==> src/rtl/grid_placer_if.sv <==
`default_nettype none
// ============================================================================
//  Module      : grid_placer_if
//  Description : Command port and pixel stream bundle of the grid placer.
//                The master side is the placement engine; the slave side is
//                the command source and framebuffer writer.
//  Revision    : 1.0 - initial release
// ============================================================================
interface grid_placer_if #(
  parameter int X_W      = 8,
  parameter int Y_W      = 7,
  parameter int COLOUR_W = 9
);
  logic                cmd_valid;
  logic                cmd_ready;
  logic [1:0]          cmd_op;
  logic [1:0]          cmd_dir;
  logic                pix_valid;
  logic                pix_ready;
  logic [X_W-1:0]      pix_x;
  logic [Y_W-1:0]      pix_y;
  logic [COLOUR_W-1:0] pix_colour;

  // Engine side: consumes commands, produces pixels.
  modport master (
    input  cmd_valid, cmd_op, cmd_dir, pix_ready,
    output cmd_ready, pix_valid, pix_x, pix_y, pix_colour
  );

  // Environment side: issues commands, sinks pixels.
  modport slave (
    output cmd_valid, cmd_op, cmd_dir, pix_ready,
    input  cmd_ready, pix_valid, pix_x, pix_y, pix_colour
  );
endinterface
`default_nettype wire

==> src/rtl/grid_placer.sv <==
`default_nettype none
// ============================================================================
//  Module      : grid_placer
//  Description : Grid cursor and tower-placement engine. Accepts MOVE, PLACE,
//                REMOVE and REDRAW commands, keeps the cursor cell and an
//                occupancy bitmap, and streams the affected cell(s) as raster
//                pixels with valid/ready backpressure.
//  Revision    : 1.0 - initial release
// ============================================================================
module grid_placer #(
  parameter int                 GRID_COLS     = 8,
  parameter int                 GRID_ROWS     = 6,
  parameter int                 CELL          = 20,
  parameter int                 X_OFF         = 0,
  parameter int                 Y_OFF         = 0,
  parameter int                 X_W           = 8,
  parameter int                 Y_W           = 7,
  parameter int                 COLOUR_W      = 9,
  parameter logic [COLOUR_W-1:0] BG_COLOUR     = 9'h000,
  parameter logic [COLOUR_W-1:0] TOWER_COLOUR  = 9'h1C0,
  parameter logic [COLOUR_W-1:0] CURSOR_COLOUR = 9'h1FF
) (
  input  logic                                         clk,
  input  logic                                         reset,
  grid_placer_if.master                                bus,
  output logic                                         done,
  output logic                                         rejected,
  output logic [$clog2(GRID_COLS)-1:0]                 cur_col,
  output logic [$clog2(GRID_ROWS)-1:0]                 cur_row,
  output logic                                         occupied_here,
  output logic [$clog2(GRID_COLS*GRID_ROWS+1)-1:0]     tower_count
);

  localparam int COL_W = $clog2(GRID_COLS);
  localparam int ROW_W = $clog2(GRID_ROWS);
  localparam int CELLS = GRID_COLS * GRID_ROWS;
  localparam int IDX_W = $clog2(CELLS);
  localparam int TC_W  = $clog2(CELLS + 1);
  localparam int L_W   = $clog2(CELL);

  localparam logic [COL_W-1:0] COL_MAX = COL_W'(GRID_COLS - 1);
  localparam logic [ROW_W-1:0] ROW_MAX = ROW_W'(GRID_ROWS - 1);
  localparam logic [L_W-1:0]   L_MAX   = L_W'(CELL - 1);

  localparam logic [1:0] OP_MOVE   = 2'd0;
  localparam logic [1:0] OP_PLACE  = 2'd1;
  localparam logic [1:0] OP_REMOVE = 2'd2;

  localparam logic [1:0] DIR_RIGHT = 2'd0;
  localparam logic [1:0] DIR_LEFT  = 2'd1;
  localparam logic [1:0] DIR_DOWN  = 2'd2;

  typedef enum logic [2:0] {
    ST_IDLE   = 3'd0,
    ST_ERASE  = 3'd1,
    ST_CURSOR = 3'd2,
    ST_REJECT = 3'd3,
    ST_FINISH = 3'd4
  } state_t;

  state_t            state_q, state_d;
  logic [COL_W-1:0]  col_q, col_d;
  logic [ROW_W-1:0]  row_q, row_d;
  logic [CELLS-1:0]  occ_q, occ_d;
  logic [TC_W-1:0]   tc_q, tc_d;
  logic [L_W-1:0]    lx_q, lx_d;
  logic [L_W-1:0]    ly_q, ly_d;
  logic [1:0]        dir_q, dir_d;
  logic              rej_q, rej_d;

  logic              w_ready;
  logic              w_accept;
  logic              w_pix_valid;
  logic              w_xfer;
  logic              w_last;
  logic              w_border;
  logic              w_occ_here;
  logic [IDX_W-1:0]  w_idx;
  logic [COL_W-1:0]  w_next_col;
  logic [ROW_W-1:0]  w_next_row;

  // A new command may be taken while idle and in the done cycle, so
  // back-to-back commands lose no cycle.
  assign w_ready     = (state_q == ST_IDLE) || (state_q == ST_FINISH);
  assign w_accept    = bus.cmd_valid && w_ready;
  assign w_pix_valid = (state_q == ST_ERASE) || (state_q == ST_CURSOR);
  assign w_xfer      = w_pix_valid && bus.pix_ready;
  assign w_last      = (lx_q == L_MAX) && (ly_q == L_MAX);
  assign w_border    = (lx_q == '0) || (lx_q == L_MAX) ||
                       (ly_q == '0) || (ly_q == L_MAX);
  assign w_idx       = IDX_W'(int'(row_q) * GRID_COLS + int'(col_q));
  assign w_occ_here  = occ_q[w_idx];

  // Wrap-around neighbour of the cursor in the latched move direction.
  always_comb begin
    w_next_col = col_q;
    w_next_row = row_q;
    case (dir_q)
      DIR_RIGHT: w_next_col = (col_q == COL_MAX) ? '0 : col_q + COL_W'(1);
      DIR_LEFT:  w_next_col = (col_q == '0) ? COL_MAX : col_q - COL_W'(1);
      DIR_DOWN:  w_next_row = (row_q == ROW_MAX) ? '0 : row_q + ROW_W'(1);
      default:   w_next_row = (row_q == '0) ? ROW_MAX : row_q - ROW_W'(1);
    endcase
  end

  // Next-state logic: command decode, raster walk and pass sequencing.
  always_comb begin
    state_d = state_q;
    col_d   = col_q;
    row_d   = row_q;
    occ_d   = occ_q;
    tc_d    = tc_q;
    lx_d    = lx_q;
    ly_d    = ly_q;
    dir_d   = dir_q;
    rej_d   = rej_q;

    case (state_q)
      ST_IDLE, ST_FINISH: begin
        state_d = ST_IDLE;
        if (w_accept) begin
          lx_d  = '0;
          ly_d  = '0;
          rej_d = 1'b0;
          case (bus.cmd_op)
            OP_MOVE: begin
              dir_d   = bus.cmd_dir;
              state_d = ST_ERASE;
            end
            OP_PLACE: begin
              if (w_occ_here) begin
                rej_d   = 1'b1;
                state_d = ST_REJECT;
              end else begin
                occ_d[w_idx] = 1'b1;
                tc_d         = tc_q + TC_W'(1);
                state_d      = ST_CURSOR;
              end
            end
            OP_REMOVE: begin
              if (!w_occ_here) begin
                rej_d   = 1'b1;
                state_d = ST_REJECT;
              end else begin
                occ_d[w_idx] = 1'b0;
                tc_d         = tc_q - TC_W'(1);
                state_d      = ST_CURSOR;
              end
            end
            default: state_d = ST_CURSOR;
          endcase
        end
      end

      ST_ERASE, ST_CURSOR: begin
        if (w_xfer) begin
          if (w_last) begin
            lx_d = '0;
            ly_d = '0;
            if (state_q == ST_ERASE) begin
              // Old cell is cleared; the cursor steps before its redraw.
              col_d   = w_next_col;
              row_d   = w_next_row;
              state_d = ST_CURSOR;
            end else begin
              state_d = ST_FINISH;
            end
          end else if (lx_q == L_MAX) begin
            lx_d = '0;
            ly_d = ly_q + L_W'(1);
          end else begin
            lx_d = lx_q + L_W'(1);
          end
        end
      end

      ST_REJECT: state_d = ST_FINISH;

      default: state_d = ST_IDLE;
    endcase
  end

  // State register with synchronous reset; reset aborts any pass.
  always_ff @(posedge clk) begin
    if (reset) begin
      state_q <= ST_IDLE;
      col_q   <= '0;
      row_q   <= '0;
      occ_q   <= '0;
      tc_q    <= '0;
      lx_q    <= '0;
      ly_q    <= '0;
      dir_q   <= '0;
      rej_q   <= 1'b0;
    end else begin
      state_q <= state_d;
      col_q   <= col_d;
      row_q   <= row_d;
      occ_q   <= occ_d;
      tc_q    <= tc_d;
      lx_q    <= lx_d;
      ly_q    <= ly_d;
      dir_q   <= dir_d;
      rej_q   <= rej_d;
    end
  end

  // Pixel outputs are pure functions of registered state, so they hold
  // still for as long as the sink stalls; they read zero when not valid.
  always_comb begin
    bus.pix_x      = '0;
    bus.pix_y      = '0;
    bus.pix_colour = '0;
    if (w_pix_valid) begin
      bus.pix_x = X_W'(X_OFF + int'(col_q) * CELL + int'(lx_q));
      bus.pix_y = Y_W'(Y_OFF + int'(row_q) * CELL + int'(ly_q));
      if ((state_q == ST_CURSOR) && w_border) begin
        bus.pix_colour = CURSOR_COLOUR;
      end else if (w_occ_here) begin
        bus.pix_colour = TOWER_COLOUR;
      end else begin
        bus.pix_colour = BG_COLOUR;
      end
    end
  end

  assign bus.cmd_ready = w_ready;
  assign bus.pix_valid = w_pix_valid;
  assign done          = (state_q == ST_FINISH);
  assign rejected      = (state_q == ST_FINISH) && rej_q;
  assign cur_col       = col_q;
  assign cur_row       = row_q;
  assign occupied_here = w_occ_here;
  assign tower_count   = tc_q;

endmodule
`default_nettype wire

==> src/flat_wrapper.sv <==
// flat-port wrapper written by rule: the top's interface ports become plain ports
module grid_placer_flat 
#(
  parameter int                 GRID_COLS     = 8,
  parameter int                 GRID_ROWS     = 6,
  parameter int                 CELL          = 20,
  parameter int                 X_OFF         = 0,
  parameter int                 Y_OFF         = 0,
  parameter int                 X_W           = 8,
  parameter int                 Y_W           = 7,
  parameter int                 COLOUR_W      = 9,
  parameter logic [COLOUR_W-1:0] BG_COLOUR     = 9'h000,
  parameter logic [COLOUR_W-1:0] TOWER_COLOUR  = 9'h1C0,
  parameter logic [COLOUR_W-1:0] CURSOR_COLOUR = 9'h1FF
)
  (clk, reset, done, rejected, cur_col, cur_row, occupied_here, tower_count, bus_cmd_valid, bus_cmd_op, bus_cmd_dir, bus_pix_ready, bus_cmd_ready, bus_pix_valid, bus_pix_x, bus_pix_y, bus_pix_colour);
  grid_placer_if #(.X_W(X_W), .Y_W(Y_W), .COLOUR_W(COLOUR_W)) bus_i ();
  input  logic clk;
  input  logic reset;
  output logic done;
  output logic rejected;
  output logic [$clog2(GRID_COLS)-1:0] cur_col;
  output logic [$clog2(GRID_ROWS)-1:0] cur_row;
  output logic occupied_here;
  output logic [$clog2(GRID_COLS*GRID_ROWS+1)-1:0] tower_count;
  input wire logic [$bits(bus_i.cmd_valid)-1:0] bus_cmd_valid;
  input wire logic [$bits(bus_i.cmd_op)-1:0] bus_cmd_op;
  input wire logic [$bits(bus_i.cmd_dir)-1:0] bus_cmd_dir;
  input wire logic [$bits(bus_i.pix_ready)-1:0] bus_pix_ready;
  output wire logic [$bits(bus_i.cmd_ready)-1:0] bus_cmd_ready;
  output wire logic [$bits(bus_i.pix_valid)-1:0] bus_pix_valid;
  output wire logic [$bits(bus_i.pix_x)-1:0] bus_pix_x;
  output wire logic [$bits(bus_i.pix_y)-1:0] bus_pix_y;
  output wire logic [$bits(bus_i.pix_colour)-1:0] bus_pix_colour;
  assign bus_i.cmd_valid = bus_cmd_valid;
  assign bus_i.cmd_op = bus_cmd_op;
  assign bus_i.cmd_dir = bus_cmd_dir;
  assign bus_i.pix_ready = bus_pix_ready;
  assign bus_cmd_ready = bus_i.cmd_ready;
  assign bus_pix_valid = bus_i.pix_valid;
  assign bus_pix_x = bus_i.pix_x;
  assign bus_pix_y = bus_i.pix_y;
  assign bus_pix_colour = bus_i.pix_colour;
  grid_placer #(.GRID_COLS(GRID_COLS), .GRID_ROWS(GRID_ROWS), .CELL(CELL), .X_OFF(X_OFF), .Y_OFF(Y_OFF), .X_W(X_W), .Y_W(Y_W), .COLOUR_W(COLOUR_W), .BG_COLOUR(BG_COLOUR), .TOWER_COLOUR(TOWER_COLOUR), .CURSOR_COLOUR(CURSOR_COLOUR)) u_core (.clk(clk), .reset(reset), .bus(bus_i), .done(done), .rejected(rejected), .cur_col(cur_col), .cur_row(cur_row), .occupied_here(occupied_here), .tower_count(tower_count));
endmodule
==> config.mk <==
export PLATFORM = sky130hd
export DESIGN_NAME = grid_placer_flat
export DESIGN_NICKNAME = d
export VERILOG_FILES = /design/src/rtl/grid_placer_if.sv /design/src/rtl/grid_placer.sv /design/src/flat_wrapper.sv
export SDC_FILE = /design/constraint.sdc
export NUM_CORES = 1
export LEC_CHECK = 0
export CAP_MARGIN = 20
export CORE_AREA = 2 2 125 127
export CTS_CLUSTER_DIAMETER = 80
export DETAILED_ROUTE_END_ITERATION = 7
export DIE_AREA = 0 0 127 129
export GPL_TIMING_DRIVEN = 1
export MAX_ROUTING_LAYER = met4
export PLACE_DENSITY = 0.64
export SLEW_MARGIN = 20
export SYNTH_ARGS = -nofsm -noshare
export SYNTH_HDL_FRONTEND = slang
export SYNTH_SLANG_ARGS = --single-unit
==> constraint.sdc <==
create_clock -name clk -period 4.94 [get_ports clk]
set_clock_uncertainty 0.15 [all_clocks]
set_input_delay 0.988 -clock clk [delete_from_list [all_inputs] [get_ports clk]]
set_output_delay 0.988 -clock clk [all_outputs]
set_load 0.02 [all_outputs]
==> flow_summary.ini <==
[setup_path]
crit_fanout = 21
critPathLaunchType = flop
critical_path_class = reg -> out
worstPathRequired_ns = 3.80
arrival_ns = 3.41
end_kind = output port

[synth]
synthAdderAreaFrac_pct = 7.34
synth-edff-count = 0
yosysSeqAreaShare_pct = 29.5
yosys.area.top_type = dfxtp_1
synthesis.nets = 625
syn_area_sq_mm = 0.00515
async_flop_share_pct = 0
avgSynthCellArea_sq_um = 8.76
synth.distinct_cells = 67
synth_top_area_share_pct = 29.5
synth-seq-cells = 76
yosys.area_share.simple_pct = 22.6
synthMuxAreaShare_pct = 11.4
synth_top_family_by_area = simple AND/OR/NAND/NOR gates
yosys-top-cells-area = dfxtp_1 30%, ha_1 6.6%, mux2i_1 5.6%, a311oi_1 4.9%, a41oi_1 4.4%
synth_compound_area_share_pct = 18.2
yosysWarnings = 0
synthCells = 588
synth_xor_area_share_pct = 2.72
synthFlopType = dfxtp_1

[cells_and_area]
stdcell_count = 797
antennaDiodeCount = 0
nFillCells = 1446
drive_gt1_share_pct = 7.55
fin_util_pct = 39.8
syn_to_final_growth_pct = 15.7
nets = 641

[cts]
cts-root-buf = clkbuf_16
cts_num_sinks = 76
clock_latency_ns = 0.35
path_clk_slew_ns = 0.06
cts.htree.levels = 3
clockBufferDepth = 2
cts_made_buffers = 9
post_cts_buffers = 0
cts_tree = built

[global_route]
grt_max_degree = 55
grt_usage_pct = 18.7
antenna_found_initial = 0
grt_pass1_wl_mm = 23.9
globalRouteOverflowTotal = 0
grt_pass1_vias = 4651

[sta]
finalSetupViolCount = 0
relSlewSlack_pct = 39.7
final.setup.tns_ns = 0
worstMarginPinSlew_ns = 0.905
maxSlewViolCount = 0
final.min_clock_period_ns = 4.54
layout_setup_ws_ns = 0.396
rsz0062_at_grt = no
hold_ws_ns = 0.333
clock.fmax_mhz = 220
finalCritPeriodShare_pct = 92.0
finalHoldViolations = 0

[placement]
port_buffers = 48
gp_congestion = 0.881
place_ws_ns = 0.552
dp.cells = 781
dp_hpwl_mm = 9.60

[detailed_routing]
drtPass1Iterations = 5
drc = 0
vias = 4720
drt-initial-drc-count = 423
ant_nets = 0
wirelength_mm = 14.5
wl_per_cell_um = 18.2
vias_per_cell = 5.92

[die]
dieWidth_um = 127
row_count = 45
ios = 49
initial_utilization_pct = 34.4
coreArea_sq_mm = 0.0150
fp.dieH_um = 129
die_area_sq_mm = 0.0164

[power]
vdd.ir_drop.worst_v = 0.000167
static-leakage-power_nw = 2.17
p_per_area_mw_per_mm2 = 280

[flow_run]
max-cap-violations = 0

[hold_path]
hold_class = reg -> reg

[run_status]
status = complete, no violations
==> Yosys cell counts, types with 9 or more instances <==
library cell	number
buf_4	11
nand4_1	11
a41oi_1	26
ha_1	27
o21ai_0	9
a21oi_1	24
xor2_1	9
nor2_1	58
inv_1	21
nor3_1	33
clkbuf_1	23
a311oi_1	29
nor2b_1	12
nand2_1	23
nand2b_1	29
nand3_1	36
mux2i_1	29
dfxtp_1	76
==> layout by cell type (no fill, tap or decap), drive strengths merged, types with 2 or more instances in the layout <==
cell	Yosys	routed
a211oi	4	4
a21o	6	6
a21oi	24	24
a311oi	29	29
a41oi	26	26
and2	4	4
and3	4	4
buf	23	10
bufinv	0	3
clkbuf	29	10
clkdlybuf4s50	0	47
clkinv	2	5
dfxtp	76	76
fa	2	2
ha	27	27
inv	21	21
mux2	6	6
mux2i	29	29
mux4	9	9
nand2	24	24
nand2b	29	29
nand3	36	36
nand4	11	11
nor2	58	58
nor2b	12	12
nor3	34	34
nor4b	2	2
o211a	2	2
o21ai	10	10
o22ai	2	2
o31ai	3	3
or3	4	4
xnor2	7	7
xor2	9	9
==> timing repair <==
action | in CTS | in global routing
hold endpoints to repair | 0 | 0
resized for setup | 0 | 1
setup endpoints to repair | 0 | 3
hold buffers | 0 | 0
==> critical path, cell delays in order, from the launching register on <==
cell and delay [ns]:
dfxtp_1 0.39, buf_4 0.31, mux4_1 0.60, nor2b_1 0.15
a211oi_1 0.32, nor3_1 0.18, o21ai_1 0.39, o21bai_1 0.15
clkdlybuf4s50_1 0.57
==> routing by layer <==
layer	routed length, um	vias up	GRT usage [%]	share of wire, %
met5	0	-	-	0
met4	410	0	6.59	2.8
met3	954	37	4.66	6.6
met2	7040	213	30.7	48
met1	6140	2254	22.5	42
li1	-	2216	-	-
==> layout make-up <==
class	instances	area, sq um	share of cell area (%)
Multi-Input combinational cell	437	3220	54.0
Sequential cell	76	1520	25.5
Timing Repair Buffer	57	556	9.32
Tap cell	188	235	3.95
Clock buffer	10	229	3.84
Clock inverter	6	113	1.89
Inverter	23	86.3	1.45
==> stage by stage <==
stage / power [mW] / area (sq um)
2_1_floorplan: 0.839 / 5150
3_3_place_gp: 0.911 / 5620
3_5_place_dp: 0.916 / 5620
4_1_cts: 1.68 / 5960
5_1_grt: 1.73 / 5960
6_report: 1.67 / 5960
==> power breakdown <==
part           switching (mW)  internal, mW  total, mW
clock network           0.268         0.494      0.762
logic                   0.168        0.0942      0.262
registers              0.0172         0.625      0.642
==> final timing paths <==
path	depth (start not counted)	startpoint	slack (ns)	end
hold reg to reg	2	flop	0.33	flop
setup reg to reg	9	u_core.cur_col[0]	1.51	flop
hold / removal	2	flop	0.33	flop
setup / recovery	8	u_core.cur_col[0]	0.40	bus_pix_colour[8]
==> kinds of logic (layout without fill, tap and decap cells) <==
kind of cell             count (synthesis)  after routing
XOR/XNOR                                16             16
AND/OR/NAND/NOR                        227            227
flip-flops                              76             76
AO/OA/AOI/OAI                          121            121
multiplexers                            44             44
buffers and inverters                   75             96
adder cells (fa/ha/maj)                 29             29
No activity file was read; power rests on OpenSTA's default activity.
